==> src/rtl/led_seq_ctrl_pkg.sv <==
// -----------------------------------------------------------------------------
// led_seq_ctrl_pkg
// Shared definitions for the RGB LED sequencer:
//   - state_t        : sequencer FSM encoding (IDLE / RUN / DONE)
//   - pattern_t      : one pattern table entry {rgb, dwell ticks}
//   - PATTERN_TABLE  : fixed 8-step colour sequence (read-only constant)
//   - STEP_W/DWELL_W : widths of the step index and dwell counter
//   - pattern_at()   : constant lookup helper into PATTERN_TABLE
// -----------------------------------------------------------------------------
package led_seq_ctrl_pkg;

    localparam int STEP_W    = 3;
    localparam int DWELL_W   = 4;
    localparam int NUM_STEPS = 8;

    typedef enum logic [1:0] {
        ST_IDLE = 2'd0,
        ST_RUN  = 2'd1,
        ST_DONE = 2'd2
    } state_t;

    // rgb[2] = red, rgb[1] = green, rgb[0] = blue
    typedef struct packed {
        logic [2:0]         rgb;
        logic [DWELL_W-1:0] dwell;
    } pattern_t;

    localparam pattern_t PATTERN_TABLE [NUM_STEPS] = '{
        '{rgb: 3'b100, dwell: 4'd5},
        '{rgb: 3'b010, dwell: 4'd5},
        '{rgb: 3'b001, dwell: 4'd5},
        '{rgb: 3'b110, dwell: 4'd3},
        '{rgb: 3'b011, dwell: 4'd3},
        '{rgb: 3'b101, dwell: 4'd3},
        '{rgb: 3'b111, dwell: 4'd2},
        '{rgb: 3'b000, dwell: 4'd2}
    };

    localparam logic [STEP_W-1:0] LAST_STEP = STEP_W'(NUM_STEPS - 1);

    function automatic pattern_t pattern_at(input logic [STEP_W-1:0] step);
        return PATTERN_TABLE[step];
    endfunction

endpackage

==> src/rtl/led_seq_ctrl_if.sv <==
// -----------------------------------------------------------------------------
// led_seq_ctrl_if
// Control/status bundle of the LED sequencer.
//   i_start, i_abort, i_loop : requests into the sequencer
//   o_busy, o_done, o_step   : sequencer status
//   o_led_r/g/b              : active-high LED drive
// master: the controlling side (drives requests); slave: the sequencer.
// -----------------------------------------------------------------------------
interface led_seq_ctrl_if;
    import led_seq_ctrl_pkg::*;

    logic              i_start;
    logic              i_abort;
    logic              i_loop;
    logic              o_busy;
    logic              o_done;
    logic [STEP_W-1:0] o_step;
    logic              o_led_r;
    logic              o_led_g;
    logic              o_led_b;

    modport master (
        output i_start, i_abort, i_loop,
        input  o_busy, o_done, o_step, o_led_r, o_led_g, o_led_b
    );

    modport slave (
        input  i_start, i_abort, i_loop,
        output o_busy, o_done, o_step, o_led_r, o_led_g, o_led_b
    );

endinterface

==> src/rtl/led_seq_ctrl_tick_gen.sv <==
// -----------------------------------------------------------------------------
// tick_gen
// Prescaler: counts 0..P_DIV-1 while enabled and flags o_tick in the cycle
// the count sits at P_DIV-1. When disabled the count is forced back to 0, so
// every enabled stretch starts a fresh period.
//   i_clk  : clock
//   i_rst  : synchronous active-high reset
//   i_en   : count enable
//   o_tick : one-cycle tick every P_DIV enabled cycles
// -----------------------------------------------------------------------------
module tick_gen #(
    parameter int P_DIV = 1_200_000
) (
    input  logic i_clk,
    input  logic i_rst,
    input  logic i_en,
    output logic o_tick
);

    localparam int                CNT_W   = $clog2(P_DIV);
    localparam logic [CNT_W-1:0] CNT_MAX = CNT_W'(P_DIV - 1);

    logic [CNT_W-1:0] cnt_reg;
    logic [CNT_W-1:0] cnt_next;

    always_comb begin
        o_tick   = i_en && (cnt_reg == CNT_MAX);
        cnt_next = cnt_reg + CNT_W'(1);
        if (!i_en || o_tick) begin
            cnt_next = '0;
        end
    end

    always_ff @(posedge i_clk) begin
        if (i_rst) begin
            cnt_reg <= '0;
        end else begin
            cnt_reg <= cnt_next;
        end
    end

endmodule

==> src/rtl/led_seq_ctrl.sv <==
// -----------------------------------------------------------------------------
// led_seq_ctrl
// RGB LED pattern sequencer. On start it walks the 8-entry pattern table,
// holding each colour for dwell * P_DIV clocks, then either pulses o_done for
// one cycle or (loop mode) wraps back to step 0. Abort returns to IDLE.
//   i_clk : clock
//   i_rst : synchronous active-high reset
//   bus   : led_seq_ctrl_if.slave (start/abort/loop in; busy/done/step/LEDs out)
// -----------------------------------------------------------------------------
module led_seq_ctrl
    import led_seq_ctrl_pkg::*;
#(
    parameter int P_DIV = 1_200_000
) (
    input  logic           i_clk,
    input  logic           i_rst,
    led_seq_ctrl_if.slave  bus
);

    state_t              state_reg, state_next;
    logic [STEP_W-1:0]   step_reg,  step_next;
    logic [DWELL_W-1:0]  dwell_reg, dwell_next;
    logic                loop_reg,  loop_next;

    logic                is_run;
    logic                tick;
    logic [STEP_W-1:0]   step_inc;
    pattern_t            cur_pat;
    logic [2:0]          led_vec;

    assign is_run   = (state_reg == ST_RUN);
    assign step_inc = step_reg + STEP_W'(1);

    // Gating the prescaler with abort keeps the count at 0 from the very
    // first cycle back in IDLE.
    tick_gen #(
        .P_DIV (P_DIV)
    ) u_tick_gen (
        .i_clk  (i_clk),
        .i_rst  (i_rst),
        .i_en   (is_run && !bus.i_abort),
        .o_tick (tick)
    );

    always_comb begin
        state_next = state_reg;
        step_next  = step_reg;
        dwell_next = dwell_reg;
        loop_next  = loop_reg;

        case (state_reg)
            ST_IDLE: begin
                if (bus.i_start && !bus.i_abort) begin
                    state_next = ST_RUN;
                    step_next  = '0;
                    dwell_next = pattern_at('0).dwell;
                    loop_next  = bus.i_loop;
                end
            end
            ST_RUN: begin
                if (bus.i_abort) begin
                    state_next = ST_IDLE;
                    step_next  = '0;
                    dwell_next = '0;
                end else if (tick) begin
                    if (dwell_reg > DWELL_W'(1)) begin
                        dwell_next = dwell_reg - DWELL_W'(1);
                    end else if (step_reg != LAST_STEP) begin
                        step_next  = step_inc;
                        dwell_next = pattern_at(step_inc).dwell;
                    end else if (loop_reg) begin
                        step_next  = '0;
                        dwell_next = pattern_at('0).dwell;
                    end else begin
                        state_next = ST_DONE;
                        step_next  = '0;
                        dwell_next = '0;
                    end
                end
            end
            ST_DONE: begin
                state_next = ST_IDLE;
            end
            default: begin
                state_next = ST_IDLE;
            end
        endcase
    end

    always_ff @(posedge i_clk) begin
        if (i_rst) begin
            state_reg <= ST_IDLE;
            step_reg  <= '0;
            dwell_reg <= '0;
            loop_reg  <= 1'b0;
        end else begin
            state_reg <= state_next;
            step_reg  <= step_next;
            dwell_reg <= dwell_next;
            loop_reg  <= loop_next;
        end
    end

    // Outputs are decoded straight from the registered state: no extra latency.
    assign cur_pat = pattern_at(step_reg);

    generate
        for (genvar gi = 0; gi < 3; gi++) begin : g_led
            assign led_vec[gi] = is_run & cur_pat.rgb[gi];
        end
    endgenerate

    assign bus.o_busy  = is_run;
    assign bus.o_done  = (state_reg == ST_DONE);
    assign bus.o_step  = is_run ? step_reg : '0;
    assign bus.o_led_r = led_vec[2];
    assign bus.o_led_g = led_vec[1];
    assign bus.o_led_b = led_vec[0];

endmodule

==> src/flat_wrapper.sv <==
// flat-port wrapper written by rule: the top's interface ports become plain ports
module led_seq_ctrl_flat import led_seq_ctrl_pkg::*;
#(
    parameter int P_DIV = 1_200_000
)
  (i_clk, i_rst, bus_i_start, bus_i_abort, bus_i_loop, bus_o_busy, bus_o_done, bus_o_step, bus_o_led_r, bus_o_led_g, bus_o_led_b);
  led_seq_ctrl_if bus_i ();
  input  logic i_clk;
  input  logic i_rst;
  input wire logic [$bits(bus_i.i_start)-1:0] bus_i_start;
  input wire logic [$bits(bus_i.i_abort)-1:0] bus_i_abort;
  input wire logic [$bits(bus_i.i_loop)-1:0] bus_i_loop;
  output wire logic [$bits(bus_i.o_busy)-1:0] bus_o_busy;
  output wire logic [$bits(bus_i.o_done)-1:0] bus_o_done;
  output wire logic [$bits(bus_i.o_step)-1:0] bus_o_step;
  output wire logic [$bits(bus_i.o_led_r)-1:0] bus_o_led_r;
  output wire logic [$bits(bus_i.o_led_g)-1:0] bus_o_led_g;
  output wire logic [$bits(bus_i.o_led_b)-1:0] bus_o_led_b;
  assign bus_i.i_start = bus_i_start;
  assign bus_i.i_abort = bus_i_abort;
  assign bus_i.i_loop = bus_i_loop;
  assign bus_o_busy = bus_i.o_busy;
  assign bus_o_done = bus_i.o_done;
  assign bus_o_step = bus_i.o_step;
  assign bus_o_led_r = bus_i.o_led_r;
  assign bus_o_led_g = bus_i.o_led_g;
  assign bus_o_led_b = bus_i.o_led_b;
  led_seq_ctrl #(.P_DIV(P_DIV)) u_core (.i_clk(i_clk), .i_rst(i_rst), .bus(bus_i));
endmodule
==> config.mk <==
export PLATFORM = sky130hd
export DESIGN_NAME = led_seq_ctrl_flat
export DESIGN_NICKNAME = d
export VERILOG_FILES = /design/src/rtl/led_seq_ctrl_pkg.sv /design/src/rtl/led_seq_ctrl_if.sv /design/src/rtl/led_seq_ctrl_tick_gen.sv /design/src/rtl/led_seq_ctrl.sv /design/src/flat_wrapper.sv
export SDC_FILE = /design/constraint.sdc
export NUM_CORES = 1
export LEC_CHECK = 0
export BUFFER_PORTS_ARGS = -buffer_cell sky130_fd_sc_hd__buf_4
export CAP_MARGIN = 25
export CORE_UTILIZATION = 60
export CTS_CLUSTER_DIAMETER = 120
export DETAILED_ROUTE_END_ITERATION = 8
export PLACE_DENSITY = 0.8
export SYNTH_ARGS = -nofsm -noshare
export SYNTH_HDL_FRONTEND = slang
export SYNTH_SLANG_ARGS = --single-unit
==> constraint.sdc <==
create_clock -name i_clk -period 2.5 [get_ports i_clk]
set_input_delay 0.25 -clock i_clk [delete_from_list [all_inputs] [get_ports i_clk]]
set_output_delay 0.25 -clock i_clk [all_outputs]
set_load 0.1 [all_outputs]
Word-level counts from Yosys, hierarchy flattened --
Memories as Yosys holds them, arrays and structs flattened. Cells that the tools add are included. Widths: inputs -> output; s select.
Storage, ports and cells: bits in registers 31, ROM bits 112, bits of input ports 5, output and inout bits 8, word-level logic and storage cells 65, memories 2
Cells by class: add/subtract/negate cells 3, $lt $le $gt $ge 3, eq/ne operators 9, muxes and demuxes 25, bitwise logic cells 5, reduce and logical (&&, ||, !) cells 13
Memory list:
- (name not given) | words 8, bits a word 7, read ports 1, clocked after Yosys merged registers in 0, wr ports 0, line led_seq_ctrl_pkg.sv:42 | return PATTERN_TABLE[step];
- (name not given) | words 8, bits a word 7, read ports 1, clocked after Yosys merged registers in 0, wr ports 0, line led_seq_ctrl_pkg.sv:42
Operators with widths (count):
- $mux 4 | 7
- $add 21x1->21 const B | 1
- $eq 21x21->1 const B | 1
- $mux 3 | 7
- $ne 3x3->1 const B | 5
- $mux 7 | 2
- $mux 2 | 6
- $ge 4x4->1 const B | 2
- $not 3->4 | 2
- $pmux 4 s2 | 1
- $pmux 3 s2 | 1
- $reduce_and 5->1 | 1
- $gt 4x1->1 const B | 1
- $pmux 2 s2 | 1
- $reduce_and 4->1 | 1
- $sub 4x1->4 const B | 1
- $add 3x1->3 const B | 1
- $and 1x1->1 | 3
- $logic_and 1x1->1 | 3
- $reduce_and 3->1 | 1
- $eq 2x1->1 const B | 1
- $eq 2x2->1 const B | 1
- $logic_not 1->1 | 2
- $logic_not 2->1 | 1
- other kinds (5) | 5

Logic depth before layout (Yosys ltp) --
word-level depth 10, gate-level depth with buffers 7

Hierarchy --
Synthesis repeated with hierarchy kept, for this count alone.
Second synthesis, totals: cell total of the unflattened synthesis 196, area, all modules 1656.6 um^2
Modules (own cells, without submodules):
- tick_gen | instances 1, cells an instance 114, area each 977.2 um^2, seq. area each 420.4 um^2
- led_seq_ctrl | instances 1, cells an instance 82, area each 679.4 um^2, seq. area each 200.2 um^2

Least setup slack after synthesis --
Ideal clock, no wire load.
path kind register to output, from reg u_core.state_reg[1], to out bus_o_led_b, arrival time 2954 ps, setup slack -704 ps, stages on the path, launching flop included 6, buffers on the path 1, cell sequence dfxtp_1 > nand2b_1 > buf_6 > inv_1 > o21ai_0 > a21oi_1
Between the ends: cells in the longest elaborated chain, start to end 2
RTL lines:
- from (decl) | line led_seq_ctrl.sv:20 | state_t state_reg, state_next;
- from (signal assigned) | line led_seq_ctrl.sv:97 | state_reg <= state_next;
- $eq 2x1->1 | line led_seq_ctrl.sv:31 | assign is_run = (state_reg == ST_RUN);
- named net bus_o_busy | line flat_wrapper.sv:13 | output wire logic [$bits(bus_i.o_busy)-1:0] bus_o_busy;
- $and 1x1->1 | line led_seq_ctrl.sv:109 | assign led_vec[gi] = is_run & cur_pat.rgb[gi];
- to (decl) | line flat_wrapper.sv:18 | output wire logic [$bits(bus_i.o_led_b)-1:0] bus_o_led_b;
The timed path passes the listed nets, and every way through them passes these cells.

Final worst setup path --
from reg u_core.state_reg[0], to out bus_o_led_g
Between the ends: cells in the longest elaborated chain, start to end 2
RTL lines:
- $eq 2x1->1 | line led_seq_ctrl.sv:31
- $and 1x1->1 | line led_seq_ctrl.sv:109
- to (decl) | line flat_wrapper.sv:17 | output wire logic [$bits(bus_i.o_led_g)-1:0] bus_o_led_g;
No other way between the ends.

==> results.cfg <==
[route]
via_per_inst = 5.83
post_drt_wl_per_cell_um = 13.8
wl_um = 3440
drtIter0Drc = 72
first_pass_iters = 4
drcViolationCount = 0
ant_nets = 0
vias = 1451

[placed_design]
port_buffers = 12
hpwl_um = 2640
placed_cells = 241
place.gp.congestion = 0.867

[clock_network]
postCtsSetupBuffers = 0
clockBufferDepth = 2
cts_root_buffer = clkbuf_4
clock_latency_ns = 0.33
cts.clk_slew.worst_paths_ns = 0.11
cts_tree = built
ctsResizeCount = 0
hold_buffers = 0
htreeDepth = 2
cts_sinks = 31
cts_buffers = 5

[worst_setup_path]
r2r_end = u_core.u_tick_gen.cnt_reg[16]
regToRegSetupSlack_ns = 0.56
crit_start = u_core.state_reg[0]
path_class = register to output pin
slowest_delay_ns = 0.42
r2r_start = u_core.u_tick_gen.cnt_reg[2]
cp_cell_sequence = nand2b_1 > inv_1 > o21ai_0 > a21oi_4 > buf_4
crit_arrival_ns = 1.87
cp_slowest_cell = dfxtp_1
crit_required_ns = 2.25
crit_path_end_kind = output pin
path_max_fanout = 8
worstSetupEndpoint = bus_o_led_g
reg2reg_depth = 5
cp-start-kind = register

[timing]
finClkSkew_ns = 0.0110
post-route-period-util_pct = 84.7
min_period_ns = 2.12
slew_headroom_pct = 55.2
fmax_ghz = 0.472
finalSetupViolCount = 0
worst_pin_slew_ns = 0.670
finalHoldViolCount = 0
slew_violations = 0
final.setup.tns_ns = 0
rsz0062_at_grt = no

[pwr]
power.internal_uw = 637
leakage_nw = 0.673
max-vdd-ir-drop_mv = 0.359
cellPowerDensity_nw_per_um2 = 470
p_sw_uw = 252
seqPwrFrac_pct = 57.3
p_comb_share_pct = 10.5
clkPwrFrac_pct = 32.2
swShare_pct = 28.3

[yosys]
yosysWarnings = 0
synth.cell_area_um2 = 1710
ys_ff_latch = 31
synth_nets = 215
yosysUniqueCellTypes = 43
ys_seq_area_share_pct = 36.4
synth_cells = 202
synth.avg_cell_area_um2 = 8.45

[floorplan]
initial_core_util_pct = 65.9
row_count = 18
core_area_um2 = 2590
ios = 13
die_area_um2 = 3060
die_y_um = 55.3
dieWidth_um = 55.3

[cells_and_area]
fin_cells = 249
syn2layout_area_growth_pct = 10.9
drive_above_1_share_pct = 14.2
antenna_cells = 0
largest_reg_flops = 21
nets = 231

[grt]
grt.total_usage_pct = 24.5
grt_first_pass_wirelength_um = 6080
overflow = 0
antenna_found_initial = 0
grt_max_degree = 21
grt_pass1_vias = 1385

[run]
drv_cap = 0

[hold_path]
min_path_type = primary input to register

[outcome]
status = finished clean
cell usage in the layout (no fill, tap or decap), types with 5 or more instances in the layout:
master / count
nand3_1: 11
o21ai_0: 6
nand2_1: 21
clkbuf_4: 5
xnor2_1: 6
nor2_1: 37
buf_4: 12
inv_1: 11
xor2_1: 14
ha_1: 8
dfxtp_1: 31
how the worst min path moves through the flow:
stage	startpoint	depth (start not counted)	to	slack [ns]
floorplan	i_rst	1	u_core.loop_reg	0.32
global placement	u_core.u_tick_gen.cnt_reg[0]	1	u_core.u_tick_gen.cnt_reg[0]	0.45
detailed placement	u_core.u_tick_gen.cnt_reg[0]	1	u_core.u_tick_gen.cnt_reg[0]	0.46
CTS	i_rst	2	u_core.loop_reg	0.11
global route	i_rst	2	u_core.loop_reg	0.11
finish	i_rst	2	u_core.loop_reg	0.12
critical path, delay by kind of cell, from the launching register on:
kind                   cells  cell delay [ns]
buffers and inverters      2             0.56
flip-flops                 1             0.42
AO/OA/AOI/OAI              2             0.33
AND/OR/NAND/NOR            1             0.22
power groups by stage:
stage	Clock (mW)	Sequential (mW)	Combinational, mW
2_1_floorplan	0	0.518	0.0713
3_3_place_gp	0	0.520	0.0900
3_5_place_dp	0	0.521	0.0918
4_1_cts	0.293	0.510	0.0918
5_1_grt	0.313	0.511	0.101
6_report	0.286	0.510	0.0932
synthesized netlist by cell type (all sizes together):
cell     n  area share, %
o31ai    2           0.88
o211ai   1           0.44
xor2    14            7.2
and3     2           0.73
and2     2           0.73
nor3     5            1.8
xnor2    6            3.1
nor2b    2           0.73
nand4    6            3.4
o32ai    1           0.51
a22o     4            2.1
a211oi   1           0.44
a31oi    1           0.73
nor4     4            1.5
ha       8            5.9
nand3b   1           0.44
a21oi    4            1.2
o22ai    2           0.73
nor4bb   1           0.59
o31a     1           0.51
o21ai    7            2.1
o21ba    1           0.59
and4     2            1.2
nand2b   2           0.73
o21bai   1           0.44
buf      3            1.2
dfxtp   31             36
inv     11            2.4
o2111a   1           0.66
mux2i    1           0.59
nor4b    2            2.8
nor2    38            8.5
nand2   21            4.6
o311ai   1           0.51
nand3   11            3.2
a32o     1           0.59
layer usage:
metal	track usage (%)	part of all wire (%)	vias up
met2	36.8	45	37
met5	0	0	-
li1	-	-	737
met3	4.92	4.0	7
met4	11.8	1.4	0
met1	33.6	50	670
cell type report:
type,instances,area [um^2]
timing repair buffer,12,90.1
inverter,11,41.3
clock inverter,3,20.0
clock buffer,5,37.5
sequential,31,621
tap,30,37.5
multi-input combinational,157,1050
fill,204,697
through the flow:
stage / worst slack (ns) / total power [mW] / util (%) / area [um^2] / hold slack (ns)
after floorplan: -0.0186 / 0.590 / - / 1730 / 0.319
after global placement: 0.738 / 0.610 / 70.9 / 1840 / 0.449
after detailed placement: 0.584 / 0.613 / 70.9 / 1840 / 0.458
after CTS: 0.385 / 0.894 / 73.1 / 1890 / 0.108
after global routing: 0.234 / 0.925 / 73.1 / 1890 / 0.107
final: 0.383 / 0.889 / 73.1 / 1890 / 0.119
kinds of logic after synthesis:
family / Yosys count / share of synthesized area, %
fa+ha+maj: 8 / 5.87
xor+xnor: 20 / 10.3
mux: 1 / 0.587
compound gates: 29 / 12.3
flops: 31 / 36.4
buf+inv: 14 / 3.67
simple gates: 99 / 30.9
(Power assumes the default switching activity.)
